==> src/rtl/subneg_pkg.sv <==
// subneg_pkg: shared loader state, field-index type and instruction width
package subneg_pkg;
  localparam int WORD_W = 8;
  localparam int INSTR_W = 3 * WORD_W;
  typedef enum logic [2:0] {
    ROM_LEN,
    ROM_FIELD,
    DATA_LEN,
    DATA_WORD,
    CHK,
    DONE,
    ERR
  } ld_state_e;
  typedef logic [1:0] fld_t;
endpackage

==> src/rtl/subneg_cksum.sv <==
// subneg_cksum: WIDTH-bit wrapping accumulator with clear and add-enable
//   clk, rst (async active-low), clr_i, en_i, d_i -> sum_o (current total)
module subneg_cksum #(
  parameter int WIDTH = 8
) (
  input  logic             clk,
  input  logic             rst,
  input  logic             clr_i,
  input  logic             en_i,
  input  logic [WIDTH-1:0] d_i,
  output logic [WIDTH-1:0] sum_o
);
  logic [WIDTH-1:0] sum_q;
  assign sum_o = sum_q;
  always_ff @(posedge clk or negedge rst)
    if (!rst) sum_q <= '0;
    else if (clr_i) sum_q <= '0;
    else if (en_i) sum_q <= sum_q + d_i;
endmodule

==> src/rtl/subneg_loader.sv <==
// subneg_loader: boot loader writing the subneg ROM and data memory from a word stream
//   stream in: in_valid/in_ready/in_data; start re-arms from DONE/ERR
//   ROM write: rom_we/rom_addr/rom_wdata ({A,B,C}); data write: mem_we/mem_addr/mem_wdata
//   status: core_hold, done, err (all registered)
module subneg_loader
  import subneg_pkg::*;
#(
  parameter int WIDTH      = WORD_W,
  parameter int ROM_DEPTH  = 64,
  parameter int DATA_DEPTH = 128
) (
  input  logic               clk,
  input  logic               rst,
  input  logic               in_valid,
  output logic               in_ready,
  input  logic [WIDTH-1:0]   in_data,
  input  logic               start,
  output logic               rom_we,
  output logic [WIDTH-1:0]   rom_addr,
  output logic [3*WIDTH-1:0] rom_wdata,
  output logic               mem_we,
  output logic [WIDTH-1:0]   mem_addr,
  output logic [WIDTH-1:0]   mem_wdata,
  output logic               core_hold,
  output logic               done,
  output logic               err
);
  ld_state_e state_q, state_d;
  fld_t fld_q, fld_d;
  logic [WIDTH-1:0] cnt_q, cnt_d, len_q, len_d, a_q, a_d, b_q, b_d, sum, sum_nx;
  logic [WIDTH-1:0] rom_addr_q, rom_addr_d, mem_addr_q, mem_addr_d, mem_wdata_q, mem_wdata_d;
  logic [3*WIDTH-1:0] rom_wdata_q, rom_wdata_d;
  logic rom_we_q, rom_we_d, mem_we_q, mem_we_d, hold_q, hold_d, done_q, done_d, err_q, err_d;
  logic acc, clr;
  assign in_ready = state_q != DONE && state_q != ERR;
  assign acc = in_valid && in_ready;
  assign sum_nx = sum + in_data;
  assign {rom_we, rom_addr, rom_wdata} = {rom_we_q, rom_addr_q, rom_wdata_q};
  assign {mem_we, mem_addr, mem_wdata} = {mem_we_q, mem_addr_q, mem_wdata_q};
  assign {core_hold, done, err} = {hold_q, done_q, err_q};
  subneg_cksum #(.WIDTH(WIDTH)) u_cksum (
    .clk(clk), .rst(rst), .clr_i(clr), .en_i(acc), .d_i(in_data), .sum_o(sum)
  );
  always_comb begin
    state_d = state_q;
    fld_d = fld_q;
    cnt_d = cnt_q;
    len_d = len_q;
    a_d = a_q;
    b_d = b_q;
    rom_we_d = 1'b0;
    rom_addr_d = rom_addr_q;
    rom_wdata_d = rom_wdata_q;
    mem_we_d = 1'b0;
    mem_addr_d = mem_addr_q;
    mem_wdata_d = mem_wdata_q;
    hold_d = hold_q;
    done_d = done_q;
    err_d = err_q;
    clr = 1'b0;
    case (state_q)
      ROM_LEN: if (acc) begin
        len_d = in_data;
        fld_d = '0;
        cnt_d = '0;
        err_d = 32'(in_data) > ROM_DEPTH;
        state_d = 32'(in_data) > ROM_DEPTH ? ERR : in_data == '0 ? DATA_LEN : ROM_FIELD;
      end
      ROM_FIELD: if (acc) begin
        a_d = fld_q == 2'd0 ? in_data : a_q;
        b_d = fld_q == 2'd1 ? in_data : b_q;
        fld_d = fld_q == 2'd2 ? 2'd0 : fld_q + 2'd1;
        if (fld_q == 2'd2) begin
          // A and B were captured earlier; C comes straight off the bus
          rom_we_d = 1'b1;
          rom_addr_d = cnt_q;
          rom_wdata_d = {a_q, b_q, in_data};
          cnt_d = cnt_q + 1'b1;
          state_d = cnt_q == len_q - 1'b1 ? DATA_LEN : ROM_FIELD;
        end
      end
      DATA_LEN: if (acc) begin
        len_d = in_data;
        cnt_d = '0;
        err_d = 32'(in_data) > DATA_DEPTH;
        state_d = 32'(in_data) > DATA_DEPTH ? ERR : in_data == '0 ? CHK : DATA_WORD;
      end
      DATA_WORD: if (acc) begin
        mem_we_d = 1'b1;
        mem_addr_d = cnt_q;
        mem_wdata_d = in_data;
        cnt_d = cnt_q + 1'b1;
        state_d = cnt_q == len_q - 1'b1 ? CHK : DATA_WORD;
      end
      CHK: if (acc) begin
        done_d = sum_nx == '0;
        err_d = sum_nx != '0;
        hold_d = sum_nx != '0;
        state_d = sum_nx == '0 ? DONE : ERR;
      end
      default: if (start) begin
        state_d = ROM_LEN;
        fld_d = '0;
        cnt_d = '0;
        len_d = '0;
        done_d = 1'b0;
        err_d = 1'b0;
        hold_d = 1'b1;
        clr = 1'b1;
      end
    endcase
  end
  always_ff @(posedge clk or negedge rst)
    if (!rst) begin
      state_q <= ROM_LEN;
      fld_q <= '0;
      cnt_q <= '0;
      len_q <= '0;
      a_q <= '0;
      b_q <= '0;
      rom_we_q <= 1'b0;
      rom_addr_q <= '0;
      rom_wdata_q <= '0;
      mem_we_q <= 1'b0;
      mem_addr_q <= '0;
      mem_wdata_q <= '0;
      hold_q <= 1'b1;
      done_q <= 1'b0;
      err_q <= 1'b0;
    end else begin
      state_q <= state_d;
      fld_q <= fld_d;
      cnt_q <= cnt_d;
      len_q <= len_d;
      a_q <= a_d;
      b_q <= b_d;
      rom_we_q <= rom_we_d;
      rom_addr_q <= rom_addr_d;
      rom_wdata_q <= rom_wdata_d;
      mem_we_q <= mem_we_d;
      mem_addr_q <= mem_addr_d;
      mem_wdata_q <= mem_wdata_d;
      hold_q <= hold_d;
      done_q <= done_d;
      err_q <= err_d;
    end
endmodule
==> config.mk <==
export PLATFORM = sky130hd
export DESIGN_NAME = subneg_loader
export DESIGN_NICKNAME = d
export VERILOG_FILES = /design/src/rtl/subneg_pkg.sv /design/src/rtl/subneg_cksum.sv /design/src/rtl/subneg_loader.sv
export SDC_FILE = /design/constraint.sdc
export NUM_CORES = 1
export LEC_CHECK = 0
export ABC_CLOCK_PERIOD_IN_PS = 3800
export BUFFER_PORTS_ARGS = -buffer_cell sky130_fd_sc_hd__buf_4
export CORE_MARGIN = 3
export CORE_UTILIZATION = 40
export CTS_BUF_LIST = sky130_fd_sc_hd__clkbuf_4 sky130_fd_sc_hd__clkbuf_8 sky130_fd_sc_hd__clkbuf_16
export CTS_CLUSTER_DIAMETER = 50
export DETAILED_ROUTE_END_ITERATION = 7
export GPL_ROUTABILITY_DRIVEN = 0
export PLACE_DENSITY = 0.63
export SLEW_MARGIN = 30
export SYNTH_ARGS = -nofsm -noshare
export SYNTH_HDL_FRONTEND = slang
export SYNTH_SLANG_ARGS = --single-unit
==> constraint.sdc <==
create_clock -name clk -period 3.8 [get_ports clk]
set_input_delay 0.95 -clock clk [delete_from_list [all_inputs] [get_ports clk]]
set_output_delay 0.95 -clock clk [all_outputs]
set_load 0.02 [all_outputs]
==> results of run 1 <==
## cells by family (layout without fill, tap and decap cells)
family,count (synthesis),count (layout),share of synthesized area (%)
adders and majority gates,10,10,2.81
xor gates and xnor gates,17,17,3.16
buffers and inverters,28,92,2.36
DFF,98,98,52.0
muxes,34,34,8.06
and+or+nand+nor,191,191,18.7
AOI/OAI and AO/OA,84,84,12.9
## stage by stage
stage               setup slack (ns)  area, sq um  utilization [%]
floorplan                      0.760         4720                -
global placement               0.511         5340             46.5
detailed placement             0.469         5340             46.5
CTS                            0.831         5680             49.6
global route                   0.687         5680             49.6
finish                         0.792         5680             49.6
## synth_stat cells, types with 8 or more instances
| library cell | n | area share (%) |
|---|---|---|
| nand2_1 | 115 | 9.2 |
| dfrtp_1 | 97 | 51 |
| mux2_2 | 32 | 7.6 |
| nor2_1 | 21 | 1.7 |
| o21ai_0 | 19 | 2.0 |
| clkbuf_1 | 15 | 1.2 |
| a21oi_1 | 13 | 1.4 |
| a22o_1 | 13 | 2.4 |
| nand3_1 | 12 | 1.3 |
| ha_1 | 9 | 2.4 |
| xor2_1 | 9 | 1.7 |
| nor2b_1 | 8 | 1.1 |
| xnor2_1 | 8 | 1.5 |
## area by class of cell
class	count	area, sq um	share of cell area [%]
multi-input combinational	336	2150	37.9
clock buffer	10	233	4.10
clock inverter	6	113	1.98
sequential	98	2450	43.2
tap	143	179	3.15
inverter	8	30.0	0.528
timing repair buffer	68	523	9.20
## metal layers
layer / vias to the layer above / wire length [microns] / GRT usage (%)
met5: - / 0 / 0
met4: 0 / 174 / 5.54
met3: 15 / 441 / 4.02
met2: 77 / 5410 / 29.3
met1: 1800 / 5150 / 24.3
li1: 1730 / - / -
## power by group through the flow
stage          combinational, uW  sequential [uW]  clock (uW)
2_1_floorplan                931             1460           0
4_1_cts                     1260             1480        1070
3_3_place_gp                1220             1490           0
3_5_place_dp                1250             1500           0
6_report                    1260             1480        1050
5_1_grt                     1400             1520        1130
## worst register-to-register path: cells and delay by family, from the launching register on
kind	cells	cell delay, ns
AO/OA/AOI/OAI	5	1.27
flip-flops	1	0.38
AND/OR/NAND/NOR	1	0.26
adder cells (fa/ha/maj)	2	0.64
## worst max path at each step
stage | start | to | slack [ns] | depth (start not counted)
floorplan | in_data[0] | done$_DFFE_PN0P_ | 0.76 | 7
global placement | in_data[0] | done$_DFFE_PN0P_ | 0.51 | 8
detailed placement | in_data[0] | done$_DFFE_PN0P_ | 0.47 | 8
CTS | in_data[0] | done$_DFFE_PN0P_ | 0.83 | 8
global route | in_data[0] | core_hold$_DFFE_PN1P_ | 0.69 | 9
finish | in_data[0] | done$_DFFE_PN0P_ | 0.79 | 9
==> flow_summary.yaml, run 1 <==
sta:
  hold_ws_ns: 0.471
  slew_headroom_pct: 43.2
  finalSetupViolations: 0
  tightestPinTransition_ns: 0.852
  rsz0062_at_grt: "no"
  period_share_pct: 79.2
  fmax_ghz: 0.332
  fin_worst_skew_ns: 0.00754
  hold_violations: 0
  slew_viol_final: 0
  tns_ns: 0
  fin_crit_ns: 3.01
setup_path:
  path_class: "in -> reg"
  timing.rr.start: "u_cksum.sum_o[0]$_DFFE_PN0P_"
  critPathArrivalTime_ns: 3.29
  path_cells: "buf_4 > ha_1 > fa_1 > a21oi_1 > o21ai_0 > a311oi_1 > nand3_1 > o32ai_2 > a22o_1"
  critPathSlowestCell: "fa_1"
  endpoint_kind: "register"
  reg2regPathDepth: 8
  critPathBufInv: 1
  cp.required_ns: 4.08
  r2r_end: "done$_DFFE_PN0P_"
  worstSetupStartpointType: "input port"
  reg2reg_slack_ns: 1.19
  worst-path-max-fanout: 8
  path_delay_family: "compound AO/OA/AOI/OAI gates"
  max_stage_delay_ns: 0.41
cts:
  hold_buffers: 0
  clock_latency_ns: 0.34
  numCtsBuffers: 9
  clkTransAtPathRegs_ns: 0.07
  cts_buffer_depth: 2
  cts_root_buf: "clkbuf_16"
  cts_tree: "yes"
  ctsResizeCount: 0
  post_cts_buffers: 0
  clock-sinks: 98
  htree_levels: 3
synth:
  ys_async_sr_fraction_pct: 100
  synthCells: 462
  ys_ff_latch: 98
  synth.distinct_cells: 58
  ys_warn_count: 0
  syn_area_sq_mm: 0.00472
  dominantRegCellSynth: "dfrtp_1"
  synth_enable_flop_cells: 0
  seq_area_frac_synth_pct: 52.0
  synth.avg_cell_area_sq_um: 10.2
  synth_nets: 484
finish:
  layout.nets: 543
  final_cell_mix: "nand2_1 (115), dfrtp_1 (97), buf_4 (67)"
  antennaDiodeCount: 0
  fillers: 1052
  drive_gt1_share_pct: 24.3
  final_common_cell: "nand2_1"
  stdcell_count: 669
  largest_reg_flops: 24
  syn_to_final_growth_pct: 20.5
drt:
  wl_per_cell_microns: 16.7
  viasPerCell: 5.41
  first_pass_iters: 5
  first_iter_violations: 249
  vias: 3622
  wirelength_microns: 11200
  drtAntennaViolNets: 0
  drc: 0
global_routing:
  grt_overflow: 0
  grt_pass1_vias: 3641
  grt_max_degree: 66
  antenna_found_initial: 0
  globalRouteTotalUtil_pct: 18.1
  grt_pass1_wl_microns: 18600
run_status:
  outcome: "complete, no violations"
power_and_ir_drop:
  clkPwrFrac_pct: 27.7
  ir_worst_vdd_v: 0.000385
  p_leak_uw: 0.00285
  powerDensity_mw_per_mm2: 666
  seq_power_share_pct: 39.1
  p_total_uw: 3780
  p_comb_share_pct: 33.2
  cell_internal_pwr_uw: 2480
  sw_frac_of_total_pct: 34.4
  power.switching_uw: 1300
worst_hold_path:
  whs_path_depth: 2
  whs_endpoint: "rom_wdata[20]$_DFFE_PN0P_"
  hp-class: "reg -> reg"
  min-delay-start: "a_q[4]$_DFFE_PN0P_"
flow_run:
  maxCapViolations: 0
floorplanning:
  fp-row-count: 39
  ios: 66
  core-area_sq_mm: 0.0115
  die_w_microns: 115
  die_h_microns: 115
  dieArea_sq_mm: 0.0131
  start_util_pct: 41.1
place:
  place_inst: 653
  port_buffers: 65
  hpwl_microns: 7790
Note: power is estimated with default switching activity, not from simulation.
==> run 2: changes to the inputs <==
Settings changed: ABC_CLOCK_PERIOD_IN_PS 3800 to 3030.
Clock period 3.8 ns to 3.03 ns, I/O delays scaled along.
==> run 2 against run 1 <==
Against the previous run:
- clock power increased by 15%
- first-iteration DRC count increased by 32%
- power increased by 23%
- sequential power increased by 26%
- clock skew increased by 0.0047 ns
- final cell count increased by 0.90%
- final area increased by 0.33%
- global-route usage decreased by 0.17 points
- critical path type unchanged
- critical endpoint is now core_hold$_DFFE_PN1P_
- highest routed layer unchanged
==> flow_summary.yaml, run 2 (synthesis results as in run 1) <==
cts:
  clock_latency_ns: 0.34
  clock-sinks: 98
  cts_buffer_depth: 2
  clkTransAtPathRegs_ns: 0.08
  cts_root_buf: "clkbuf_16"
  hold_buffers: 0
  post_cts_buffers: 0
  numCtsBuffers: 9
  htree_levels: 3
  cts_tree: "yes"
  ctsResizeCount: 0
finish:
  syn_to_final_growth_pct: 20.9
  antennaDiodeCount: 0
  largest_reg_flops: 24
  layout.nets: 549
  final_cell_mix: "nand2_1 (115), dfrtp_1 (97), buf_4 (73)"
  drive_gt1_share_pct: 25.2
  final_common_cell: "nand2_1"
  stdcell_count: 675
  fillers: 1038
setup_path:
  cp.required_ns: 3.29
  cp-startpoint: "in_data[0]"
  worstSetupStartpointType: "input port"
  worst-path-max-fanout: 5
  critPathArrivalTime_ns: 2.98
  endpoint_kind: "register"
  path_class: "in -> reg"
  timing.rr.start: "u_cksum.sum_o[0]$_DFFE_PN0P_"
flow_run:
  maxCapViolations: 0
global_routing:
  grt.busiest_layer: "met2"
  grt_use_met1_pct: 24.9
  use_met3_pct: 3.96
  grt_pass1_vias: 3576
  grt_overflow: 0
  use_met2_pct: 28.2
  globalRouteTotalUtil_pct: 17.9
  grt_max_degree: 99
  antenna_found_initial: 0
  grt_pass1_wl_microns: 18500
sta:
  slew_viol_final: 0
  fin_worst_skew_ns: 0.0122
  hold_violations: 0
  tightestPinTransition_ns: 0.653
  fmax_ghz: 0.367
  slew_headroom_pct: 56.5
  fin_crit_ns: 2.72
  tns_ns: 0
  rsz0062_at_grt: "no"
  finalSetupViolations: 0
  period_share_pct: 89.9
  hold_ws_ns: 0.458
place:
  port_buffers: 65
  place_inst: 659
  hpwl_microns: 7830
drt:
  viasPerCell: 5.37
  first_iter_violations: 328
  first_pass_iters: 5
  drtAntennaViolNets: 0
  drc: 0
  vias: 3628
  wl_per_cell_microns: 16.8
  wirelength_microns: 11300
power_and_ir_drop:
  ir_worst_vdd_v: 0.000475
  p_leak_uw: 0.00286
  powerDensity_mw_per_mm2: 814
  p_total_uw: 4640
floorplanning:
  die_h_microns: 115
  ios: 66
  die_w_microns: 115
  core-area_sq_mm: 0.0115
  dieArea_sq_mm: 0.0131
  start_util_pct: 41.1
  fp-row-count: 39
worst_hold_path:
  hp-class: "in -> async"
run_status:
  outcome: "complete, no violations"
-- run 2: final cells by class --
type | count | area [sq um] | share of cell area [%]
clock inverter | 7 | 93.8 | 1.65
inverter | 8 | 30.0 | 0.527
tap | 143 | 179 | 3.14
multi-input combinational | 336 | 2150 | 37.7
clock buffer | 9 | 225 | 3.95
sequential | 98 | 2450 | 43.0
timing repair buffer | 74 | 568 | 9.96
-- run 2: critical path, cell delays in order --
cell,delay [ns]
buf_4,0.12
ha_1,0.22
fa_1,0.42
xor2_1,0.16
or3_1,0.32
or4_4,0.59
o32ai_1,0.29
a21oi_1,0.10
-- run 2: metal layers --
layer	up-vias	wire, microns
met1	1785	5240
met5	-	0
met2	90	5240
li1	1743	-
met4	0	157
met3	10	703
-- run 2: where the power goes --
group / internal (uW) / leakage (uW) / switching, uW
clock network: 665 / 0.000153 / 544
registers: 1580 / 0.00132 / 281
logic: 720 / 0.00139 / 851
total: 2960 / 0.00286 / 1680
-- run 2: worst paths after layout --
kind                            depth (start not counted)  slack [ns]                        end
worst max register to register                          7        0.45      core_hold$_DFFE_PN1P_
min in group clk                                        2        0.47  rom_wdata[10]$_DFFE_PN0P_
worst min register to register                          2        0.47  rom_wdata[10]$_DFFE_PN0P_
max in group asynchronous                               2        2.16      core_hold$_DFFE_PN1P_
worst min-delay path                                    2        0.46       cnt_q[2]$_DFFE_PN0P_
worst max-delay path                                    8        0.31      core_hold$_DFFE_PN1P_
-- run 2: stage by stage --
stage          area, sq um  setup slack (ns)  util [%]
2_1_floorplan         4720             0.182         -
6_report              5700             0.308      49.7
3_3_place_gp          5380           -0.0133      46.9
3_5_place_dp          5380           -0.0574      46.9
5_1_grt               5700             0.124      49.7
4_1_cts               5700             0.318      49.7
==> run 3: changes to the inputs <==
Settings changed: SYNTH_HIERARCHICAL from default to 1.
==> run 3 against run 2 <==
Against the previous run:
- non-clock buffer count down 2
- final cell count grew 9.2%
- global-route usage shrank 0.40 points
- utilization decreased by 0.30 points
==> flow_summary.yaml, run 3 <==
finish:
  layout.nets: 595
  largest_reg_flops: 24
  final_common_cell: "nand2_1"
  drive_gt1_share_pct: 24.3
  stdcell_count: 737
  final_util_pct: 49.4
  final_cell_mix: "nand2_1 (120), dfrtp_1 (97), buf_4 (71)"
  syn_to_final_growth_pct: 19.2
  antennaDiodeCount: 0
cts:
  clkTransAtPathRegs_ns: 0.06
  numCtsBuffers: 9
  post_cts_buffers: 0
  cts_tree: "yes"
  ctsResizeCount: 0
  clock_latency_ns: 0.35
  hold_buffers: 0
  htree_levels: 3
  cts_root_buf: "clkbuf_16"
  cts_buffer_depth: 2
  clock-sinks: 98
synth:
  syn_area_sq_mm: 0.00504
  ys_async_sr_fraction_pct: 100
  ys_ff_latch: 98
  synth_nets: 532
  synth_top_family_by_area: "simple AND/OR/NAND/NOR gates"
  synth_xor_area_share_pct: 3.13
  synth_enable_flop_cells: 0
  seq_area_frac_synth_pct: 48.6
  synthTopCellsByCount: "nand2_1 (120), dfrtp_1 (97), mux2_2 (32)"
  yosysTopAreaCell: "dfrtp_1"
  synth_simple_gate_area_share_pct: 20.5
  synth.distinct_cells: 69
  yosysMostFrequentCell: "nand2_1"
  synthCells: 502
  muxShareOfSynthArea_pct: 8.83
  ys_warn_count: 6
  synth_compound_area_share_pct: 11.1
  synthAdderAreaFrac_pct: 4.76
  ys_top_cells_by_area: "dfrtp_1 (48%), nand2_1 (8.9%), mux2_2 (7.1%)"
  synth.avg_cell_area_sq_um: 10.0
  dominantRegCellSynth: "dfrtp_1"
  yosysTopAreaCellShare_pct: 48.1
run_status:
  outcome: "complete, no violations"
place:
  place_inst: 722
  port_buffers: 65
  hpwl_microns: 8380
floorplanning:
  dieArea_sq_mm: 0.0140
  ios: 66
  die_w_microns: 118
  core-area_sq_mm: 0.0122
  fp-row-count: 40
  die_h_microns: 118
  start_util_pct: 41.5
setup_path:
  reg2regPathDepth: 8
  endpoint_kind: "register"
  cp-startpoint: "in_data[0]"
  endpoint: "err$_DFFE_PN0P_"
  worstSetupStartpointType: "input port"
  r2r_end: "err$_DFFE_PN0P_"
  cp.required_ns: 3.25
  worst-path-max-fanout: 2
  path_class: "in -> reg"
  timing.rr.start: "u_cksum/sum_o[0]$_DFFE_PN0P_"
  reg2reg_slack_ns: 0.52
  critPathArrivalTime_ns: 2.86
sta:
  fin_worst_skew_ns: 0.00768
  period_share_pct: 87.1
  slew_headroom_pct: 51.5
  tns_ns: 0
  fmax_ghz: 0.379
  finalSetupViolations: 0
  slew_viol_final: 0
  hold_violations: 0
  tightestPinTransition_ns: 0.724
  fin_crit_ns: 2.64
  rsz0062_at_grt: "no"
drt:
  viasPerCell: 5.26
  wl_per_cell_microns: 16.0
  vias: 3879
  drtAntennaViolNets: 0
  first_iter_violations: 303
  first_pass_iters: 4
  wirelength_microns: 11800
  drc: 0
global_routing:
  grt_overflow: 0
  grt_max_degree: 59
  globalRouteTotalUtil_pct: 17.5
  grt_pass1_vias: 3891
  grt_pass1_wl_microns: 19700
  antenna_found_initial: 0
worst_hold_path:
  hp-class: "in -> async"
power_and_ir_drop:
  p_leak_uw: 0.00298
  powerDensity_mw_per_mm2: 828
  ir_worst_vdd_v: 0.000483
  p_total_uw: 4980
flow_run:
  maxCapViolations: 0
## run 3: metrics by stage
stage | cell area [sq um] | setup WS [ns] | hold WS, ns
finish | 6010 | 0.392 | 0.393
floorplan | 5040 | 0.355 | 0.433
detailed placement | 5710 | 0.00854 | 0.451
global route | 6010 | 0.279 | 0.436
global placement | 5710 | 0.102 | 0.445
CTS | 6010 | 0.368 | 0.412
## run 3: how the worst min path moves through the flow
stage                  startpoint  slack, ns                         to
2_1_floorplan  a_q[0]$_DFFE_PN0P_       0.43  rom_wdata[16]$_DFFE_PN0P_
3_3_place_gp   a_q[5]$_DFFE_PN0P_       0.44  rom_wdata[21]$_DFFE_PN0P_
3_5_place_dp   a_q[4]$_DFFE_PN0P_       0.45  rom_wdata[20]$_DFFE_PN0P_
4_1_cts                       rst       0.41           mem_we$_DFF_PN0_
5_1_grt                       rst       0.44    mem_addr[1]$_DFFE_PN0P_
6_report                      rst       0.39    mem_addr[4]$_DFFE_PN0P_
## run 3: where the power goes
group | leakage [uW] | switching [uW] | internal, uW
sequential | 0.00131 | 307 | 1590
combinational | 0.00152 | 1030 | 890
clock | 0.000145 | 492 | 663
total | 0.00298 | 1830 | 3150
## run 3: logic make-up after synthesis
logic type,count (synthesis)
AND/OR/NAND/NOR,212
flip-flops,98
AO/OA/AOI/OAI,81
multiplexers,40
buffers and inverters,35
XOR/XNOR,18
adder cells (fa/ha/maj),18
## run 3: worst max-delay path, cell delays in order
cell	delay [ns]
buf_4	0.11
ha_1	0.22
fa_1	0.42
a211oi_2	0.25
o21ai_0	0.12
and2b_1	0.16
nor3_1	0.30
a21boi_1	0.14
or3_1	0.39
## run 3: cell type report
type	count	area, sq um
clock buffers	10	239
clock inverters	5	63.8
fillers	1145	6150
inverters	15	56.3
multi-input cells	369	2430
flip-flops and latches	98	2450
well taps	168	210
repair buffers	72	553
## run 3: metal layers
layer | vias to the layer above | global-route usage, % | part of all wire, %
li1 | 1873 | - | -
met2 | 106 | 27.3 | 47
met4 | 0 | 5.86 | 0.36
met3 | 6 | 4.74 | 6.5
met5 | - | 0 | 0
met1 | 1894 | 23.7 | 46
